### src/rtl/wb_reg_slave.sv
// Wishbone classic register bank between the CPU bus and the tile controller.
// Optional macro WB_REG_SLAVE_ERR_EN adds p_wb_ERR_O for unmapped / empty-SEL status accesses.
module wb_reg_slave #(
  parameter logic [31:0] BASE_ADR    = 32'h0000_0000,
  parameter int          WAIT_CYCLES = 0
) (
  input  logic        p_clk,
  input  logic        p_reset,
  input  logic        p_wb_CYC_I,
  input  logic        p_wb_STB_I,
  input  logic        p_wb_WE_I,
  input  logic [3:0]  p_wb_SEL_I,
  input  logic [31:0] p_wb_ADR_I,
  input  logic [31:0] p_wb_DAT_I,
  output logic [31:0] p_wb_DAT_O,
  output logic        p_wb_ACK_O,
`ifdef WB_REG_SLAVE_ERR_EN
  output logic        p_wb_ERR_O,
`endif
  output logic [31:0] wb_reg_data,
  output logic [31:0] wb_reg_ctr,
  input  logic        p_ctrl_irq,
  output logic        p_irq
);

  typedef enum logic [1:0] {ST_IDLE, ST_WAIT, ST_ACK} state_t;

  localparam logic [3:0] WAIT_INIT = (WAIT_CYCLES > 0) ? 4'(WAIT_CYCLES - 1) : 4'd0;

  state_t      state, state_nxt;
  logic [3:0]  wait_cnt;
  logic        commit;
  logic        req;
  logic        we_q, hit_q;
  logic [3:0]  sel_q;
  logic [1:0]  idx_q;
  logic [31:0] dat_q;
  logic        acc_we, acc_hit;
  logic [3:0]  acc_sel;
  logic [1:0]  acc_idx;
  logic [31:0] acc_dat;
  logic        irq_q, irq_q_d, done_evt;
  logic        done_pend;
  logic [15:0] done_count;
  logic [31:0] ctr_nxt;
  logic [31:0] rd_mux;
  logic        wr_hit, any_sel;
  logic        unused_adr;

  assign unused_adr = ^p_wb_ADR_I[1:0];
  assign req        = p_wb_CYC_I & p_wb_STB_I;

  function automatic logic [31:0] merge_bytes(input logic [31:0] old_v,
                                              input logic [31:0] new_v,
                                              input logic [3:0]  sel);
    logic [31:0] res;
    res = old_v;
    for (int b = 0; b < 4; b++)
      if (sel[b]) res[8*b +: 8] = new_v[8*b +: 8];
    return res;
  endfunction

  // With no wait states the commit happens on the sampling edge, so live bus fields are used.
  always_comb begin
    if (state == ST_IDLE) begin
      acc_we  = p_wb_WE_I;
      acc_sel = p_wb_SEL_I;
      acc_idx = p_wb_ADR_I[3:2];
      acc_hit = (p_wb_ADR_I[31:4] == BASE_ADR[31:4]);
      acc_dat = p_wb_DAT_I;
    end else begin
      acc_we  = we_q;
      acc_sel = sel_q;
      acc_idx = idx_q;
      acc_hit = hit_q;
      acc_dat = dat_q;
    end
  end

  always_ff @(posedge p_clk or posedge p_reset) begin
    if (p_reset) state <= ST_IDLE;
    else         state <= state_nxt;
  end

  always_comb begin
    state_nxt = state;
    commit    = 1'b0;
    case (state)
      ST_IDLE:
        if (req) begin
          if (WAIT_CYCLES > 0) state_nxt = ST_WAIT;
          else begin
            state_nxt = ST_ACK;
            commit    = 1'b1;
          end
        end
      ST_WAIT:
        if (!req) state_nxt = ST_IDLE;
        else if (wait_cnt == 4'd0) begin
          state_nxt = ST_ACK;
          commit    = 1'b1;
        end
      ST_ACK:  state_nxt = ST_IDLE;
      default: state_nxt = ST_IDLE;
    endcase
  end

  always_ff @(posedge p_clk or posedge p_reset) begin
    if (p_reset) begin
      wait_cnt <= 4'd0;
      we_q     <= 1'b0;
      hit_q    <= 1'b0;
      sel_q    <= 4'd0;
      idx_q    <= 2'd0;
      dat_q    <= 32'd0;
    end else if (state == ST_IDLE && req) begin
      wait_cnt <= WAIT_INIT;
      we_q     <= acc_we;
      hit_q    <= acc_hit;
      sel_q    <= acc_sel;
      idx_q    <= acc_idx;
      dat_q    <= acc_dat;
    end else if (state == ST_WAIT && wait_cnt != 4'd0) begin
      wait_cnt <= wait_cnt - 4'd1;
    end
  end

  assign done_evt = irq_q & ~irq_q_d;
  assign wr_hit   = commit & acc_we & acc_hit;
  assign any_sel  = |acc_sel;

  // Done clears START first; a CPU write of byte 0 on the same edge then overrides it.
  always_comb begin
    ctr_nxt = wb_reg_ctr;
    if (done_evt) ctr_nxt[0] = 1'b0;
    if (wr_hit && acc_idx == 2'd1) ctr_nxt = merge_bytes(ctr_nxt, acc_dat, acc_sel);
  end

  always_ff @(posedge p_clk or posedge p_reset) begin
    if (p_reset) begin
      irq_q       <= 1'b0;
      irq_q_d     <= 1'b0;
      wb_reg_data <= 32'd0;
      wb_reg_ctr  <= 32'd0;
      done_pend   <= 1'b0;
      done_count  <= 16'd0;
      p_irq       <= 1'b0;
    end else begin
      irq_q      <= p_ctrl_irq;
      irq_q_d    <= irq_q;
      wb_reg_ctr <= ctr_nxt;
      p_irq      <= done_pend & wb_reg_ctr[1];
      if (wr_hit && acc_idx == 2'd0)
        wb_reg_data <= merge_bytes(wb_reg_data, acc_dat, acc_sel);
      if (done_evt)
        done_pend <= 1'b1;
      else if (wr_hit && acc_idx == 2'd2 && any_sel && acc_dat[0])
        done_pend <= 1'b0;
      if (wr_hit && acc_idx == 2'd3 && any_sel)
        done_count <= {15'd0, done_evt};
      else if (done_evt)
        done_count <= done_count + 16'd1;
    end
  end

  always_comb begin
    case (idx_q)
      2'd0:    rd_mux = wb_reg_data;
      2'd1:    rd_mux = wb_reg_ctr;
      2'd2:    rd_mux = {30'd0, wb_reg_ctr[0], done_pend};
      default: rd_mux = {16'd0, done_count};
    endcase
    p_wb_DAT_O = (state == ST_ACK && !we_q && hit_q) ? rd_mux : 32'd0;
  end

`ifdef WB_REG_SLAVE_ERR_EN
  logic bad_q;
  assign bad_q      = !hit_q || (we_q && idx_q[1] && sel_q == 4'd0);
  assign p_wb_ACK_O = (state == ST_ACK) && !bad_q;
  assign p_wb_ERR_O = (state == ST_ACK) && bad_q;
`else
  assign p_wb_ACK_O = (state == ST_ACK);
`endif

endmodule
### config.mk
export PLATFORM = sky130hd
export DESIGN_NAME = wb_reg_slave
export DESIGN_NICKNAME = d
export VERILOG_FILES = /design/src/rtl/wb_reg_slave.sv
export SDC_FILE = /design/constraint.sdc
export NUM_CORES = 1
export LEC_CHECK = 0
export CELL_PAD_IN_SITES_DETAIL_PLACEMENT = 1
export CELL_PAD_IN_SITES_GLOBAL_PLACEMENT = 1
export CORE_ASPECT_RATIO = 0.9
export CORE_MARGIN = 2
export CORE_UTILIZATION = 37
export CTS_CLUSTER_DIAMETER = 120
export DETAILED_ROUTE_END_ITERATION = 8
export PLACE_DENSITY = 0.9
export RECOVER_POWER = 100
export SYNTH_ARGS = -nofsm -noshare
export SYNTH_HDL_FRONTEND = slang
export SYNTH_SLANG_ARGS = --single-unit
### constraint.sdc
create_clock -name p_clk -period 5.7 [get_ports p_clk]
set_input_delay 0.855 -clock p_clk [delete_from_list [all_inputs] [get_ports p_clk]]
set_output_delay 0.855 -clock p_clk [all_outputs]
set_load 0.02 [all_outputs]
==> summary.md <==
| Metric | Value |
|---|---|
| Run status | `complete, but fails checks` |
| Failing checks | `max-capacitance violations, max-slew violations` |
| Max VDD drop | `0.000210 V` |
| Max clock buf depth | `2` |
| Post-DP HPWL | `13000 µm` |
| RSZ-0062 raised after global routing | `no` |
| First-pass GRT wire length | `30600 µm` |
| Post-synthesis simple-gate area fraction | `16.4%` |
| Largest family of logic cells by synthesized area | `multiplexers` |
| Compound-Gate Fraction of Synth Area | `2.57%` |
| CP peak stage delay | `1.50 ns` |
| Setup TNS | `0 ns` |
| Synth warn | `0` |
| CTS tree | `yes` |
| Root Driver | `clkbuf_16` |
| Leakage power | `4.07 nW` |
| Setup Buffers After CTS | `0` |
| Hold_sp | `irq_q` |
| Syn nets | `618` |
| Final hold vios | `0` |
| Final WL | `19200 µm` |
| Max Cap Viol | `10` |
| Cts bufs inserted | `17` |
| CP Cell Sequence | `nor2_1, a22oi_1, nor2_1, dlygate4sd3_1` |
| Average routed wire per standard cell | `20.6 µm` |
| H-tree depth | `4` |
| Clk_lat worst skew | `0.41 ns` |
| Fillers | `1743` |
| FP Rows | `44` |
| Sequential element share of the synthesized area | `51.0%` |
| DR vias | `4864` |
| Post-synth EDFFs | `0` |
| Primary FF master, synth | `dfrtp_1` |
| Hold_buf cts | `0` |
| Slew HR | `-91.1%` |
| Mapped Cells | `543` |
| TritonRoute pass-1 iters | `4` |
| I/O Pins | `172` |
| Maximum fanout along the worst path | `36` |
| Layout Area Growth over Synthesis | `38.9%` |
| Mapped cell area | `6140 µm²` |
| Crit. End Element | `output port` |
| Post-CTS sizing | `0` |
| WP data arrival | `3.89 ns` |
| Core area | `16200 µm²` |
| Die area | `17600 µm²` |
| Multi-input gate area | `2790 µm²` |
| Core Util, Final | `52.7%` |
| DP Area | `8030 µm²` |
| Fin crit share | `83.2%` |
| GR Util All Layers | `22.1%` |
| Mux contribution to synthesized area | `25.7%` |
| Height of the die | `126 µm` |
| CP Data Required Time | `4.85 ns` |
| DRC violations left | `0` |
| Final Skew | `0.0110 ns` |
| FMAX | `211 MHz` |
| Post-synthesis async set-or-reset flop share | `100%` |
| Port Buffers | `169` |
| Global route overflow | `0` |
| Crit Path Class | `reg2out` |
| Initial DRC count | `218` |
| Nets | `787` |
| Startpoint types | `register` |
| Clock-pin slew on the worst setup and hold paths | `0.06 ns` |
| Initial antenna violation count | `0` |
| Worst hold path type | `reg2reg` |
| DR vias/cell | `5.22` |
| Adder-Cell Fraction of Synth Area | `0.204%` |
| Power, Total | `2.57 mW` |
| CTS Sinks | `125` |
| Final Cell Area | `8530 µm²` |
| PD cells | `301 nW/µm²` |
| Starting Density | `37.9%` |
| Yosys reg bits | `125` |
| Largest net degree at the start of global routing | `65` |
| N_diodes | `0` |
| Vias in the first global route | `5650` |
| Layout cells sized above 1 | `21.0%` |
| Worst-Margin Slew | `2.87 ns` |
| Seq. cell area | `3130 µm²` |
| Start point of the critical path | `idx_q[0]` |
| Mean post-synth cell area | `11.3 µm²` |
| Cell mode on critical path | `nor2_1` |
| Post-route ant nets | `0` |
| Slew Limit Fails | `226` |
| Slowest CP cell | `dfrtp_1` |
| Placer Congestion | `0.747` |
| Final setup fails | `0` |
| Final worst path period need | `4.74 ns` |
| RR Startpoint | `state[1]` |
| Post-synthesis xor/xnor area fraction | `2.00%` |
| Synth cell types | `37` |
| Chip width | `140 µm` |
==> Yosys cell counts, drive strengths merged (3+ instances only) <==
library cell	instances	area (µm²)
a22oi	14	105
buf	9	48.8
clkbuf	16	60.1
dfrtp	125	3130
inv	7	26.3
mux2	119	1340
mux2i	19	190
nand2	109	409
nand3	4	20.0
nand3b	3	22.5
nand4	6	37.5
nor2	48	180
nor2b	4	25.0
nor3	12	150
nor4	13	87.6
xnor2	13	114
==> where the power goes <==
group	switching, mW	internal (mW)
clock network	0.376	0.671
logic	0.196	0.214
registers	0.126	0.985
==> area by class of cell <==
class                      count  share of cell area [%]
clock inverter                 4                   0.264
clock buffer                  28                    6.65
timing repair buffer         175                    20.3
multi-input combinational    386                    32.8
tap                          207                    3.04
sequential                   125                    36.7
inverter                       7                   0.323
==> worst max-delay path, delay by kind of cell, from the launching register on <==
kind | cells | cell delay (ns)
flip-flops | 1 | 1.50
AND/OR/NAND/NOR | 2 | 0.82
buffers and inverters | 1 | 0.70
AO/OA/AOI/OAI | 1 | 0.44
==> per-layer routing <==
metal	share of wire, %	vias up	global-route usage, %
met3	5.8	21	6.08
met5	0	-	0
met4	1.4	0	7.24
met1	41	2463	26.1
li1	-	2226	-
met2	52	154	39.1
==> final timing paths <==
| path | to | slack, ns | cells after the start |
|---|---|---|---|
| max | p_wb_DAT_O[10] | 0.96 | 4 |
| min | irq_q_d | 0.47 | 0 |
| max reg2reg | wb_reg_data[16] | 1.03 | 5 |
| min reg2reg | irq_q_d | 0.47 | 0 |
| max in group asynchronous | sel_q[1] | 1.41 | 3 |
| min in group asynchronous | wb_reg_data[26] | 1.68 | 2 |
==> kinds of logic (layout without fill, tap and decap cells) <==
| family | after synthesis | in the layout |
|---|---|---|
| AO/OA/AOI/OAI | 22 | 22 |
| XOR/XNOR | 14 | 14 |
| adder cells (fa/ha/maj) | 1 | 1 |
| buffers and inverters | 32 | 214 |
| flip-flops | 125 | 125 |
| multiplexers | 140 | 140 |
| AND/OR/NAND/NOR | 209 | 209 |
==> state kept, by name (all words and copies together), names as in the netlist <==
name         count
done_count      16
irq_q            1
hit_q            1
done_pend        1
sel_q            4
idx_q            2
dat_q           32
wb_reg_ctr      32
we_q             1
wb_reg_data     32
state            1
p_irq            1
irq_q_d          1
==> placed cells by master, fill, tap and decap left out, types with 2 or more instances in the layout <==
cell | synthesis | layout
o41ai_1 | 2 | 2
dfrtp_1 | 125 | 124
clkbuf_8 | 0 | 10
dlygate4sd3_1 | 0 | 98
nand4_1 | 6 | 6
nor4_1 | 12 | 12
mux2_2 | 119 | 110
buf_4 | 1 | 3
a22oi_1 | 14 | 14
clkbuf_1 | 16 | 3
inv_1 | 7 | 6
nor2_1 | 48 | 48
mux2i_1 | 19 | 19
clkdlybuf4s50_1 | 0 | 71
mux4_2 | 2 | 2
or3_1 | 2 | 2
o21ai_0 | 2 | 2
a21oi_1 | 2 | 2
nor2b_1 | 4 | 4
clkbuf_16 | 0 | 17
nor3_1 | 4 | 11
xnor2_1 | 13 | 13
clkinv_2 | 0 | 3
nand3b_1 | 3 | 3
nand3_1 | 4 | 4
mux2_1 | 0 | 9
nand2_1 | 109 | 109
==> per-stage QoR <==
stage	hold WS (ns)	setup slack (ns)	cells
after CTS	0.464	1.50	932
after global placement	0.435	2.06	900
final	0.469	0.958	932
after floorplan	0.407	1.52	543
after detailed placement	0.436	2.00	900
after global routing	0.499	0.748	932
Power figures use the tool's default switching activity.
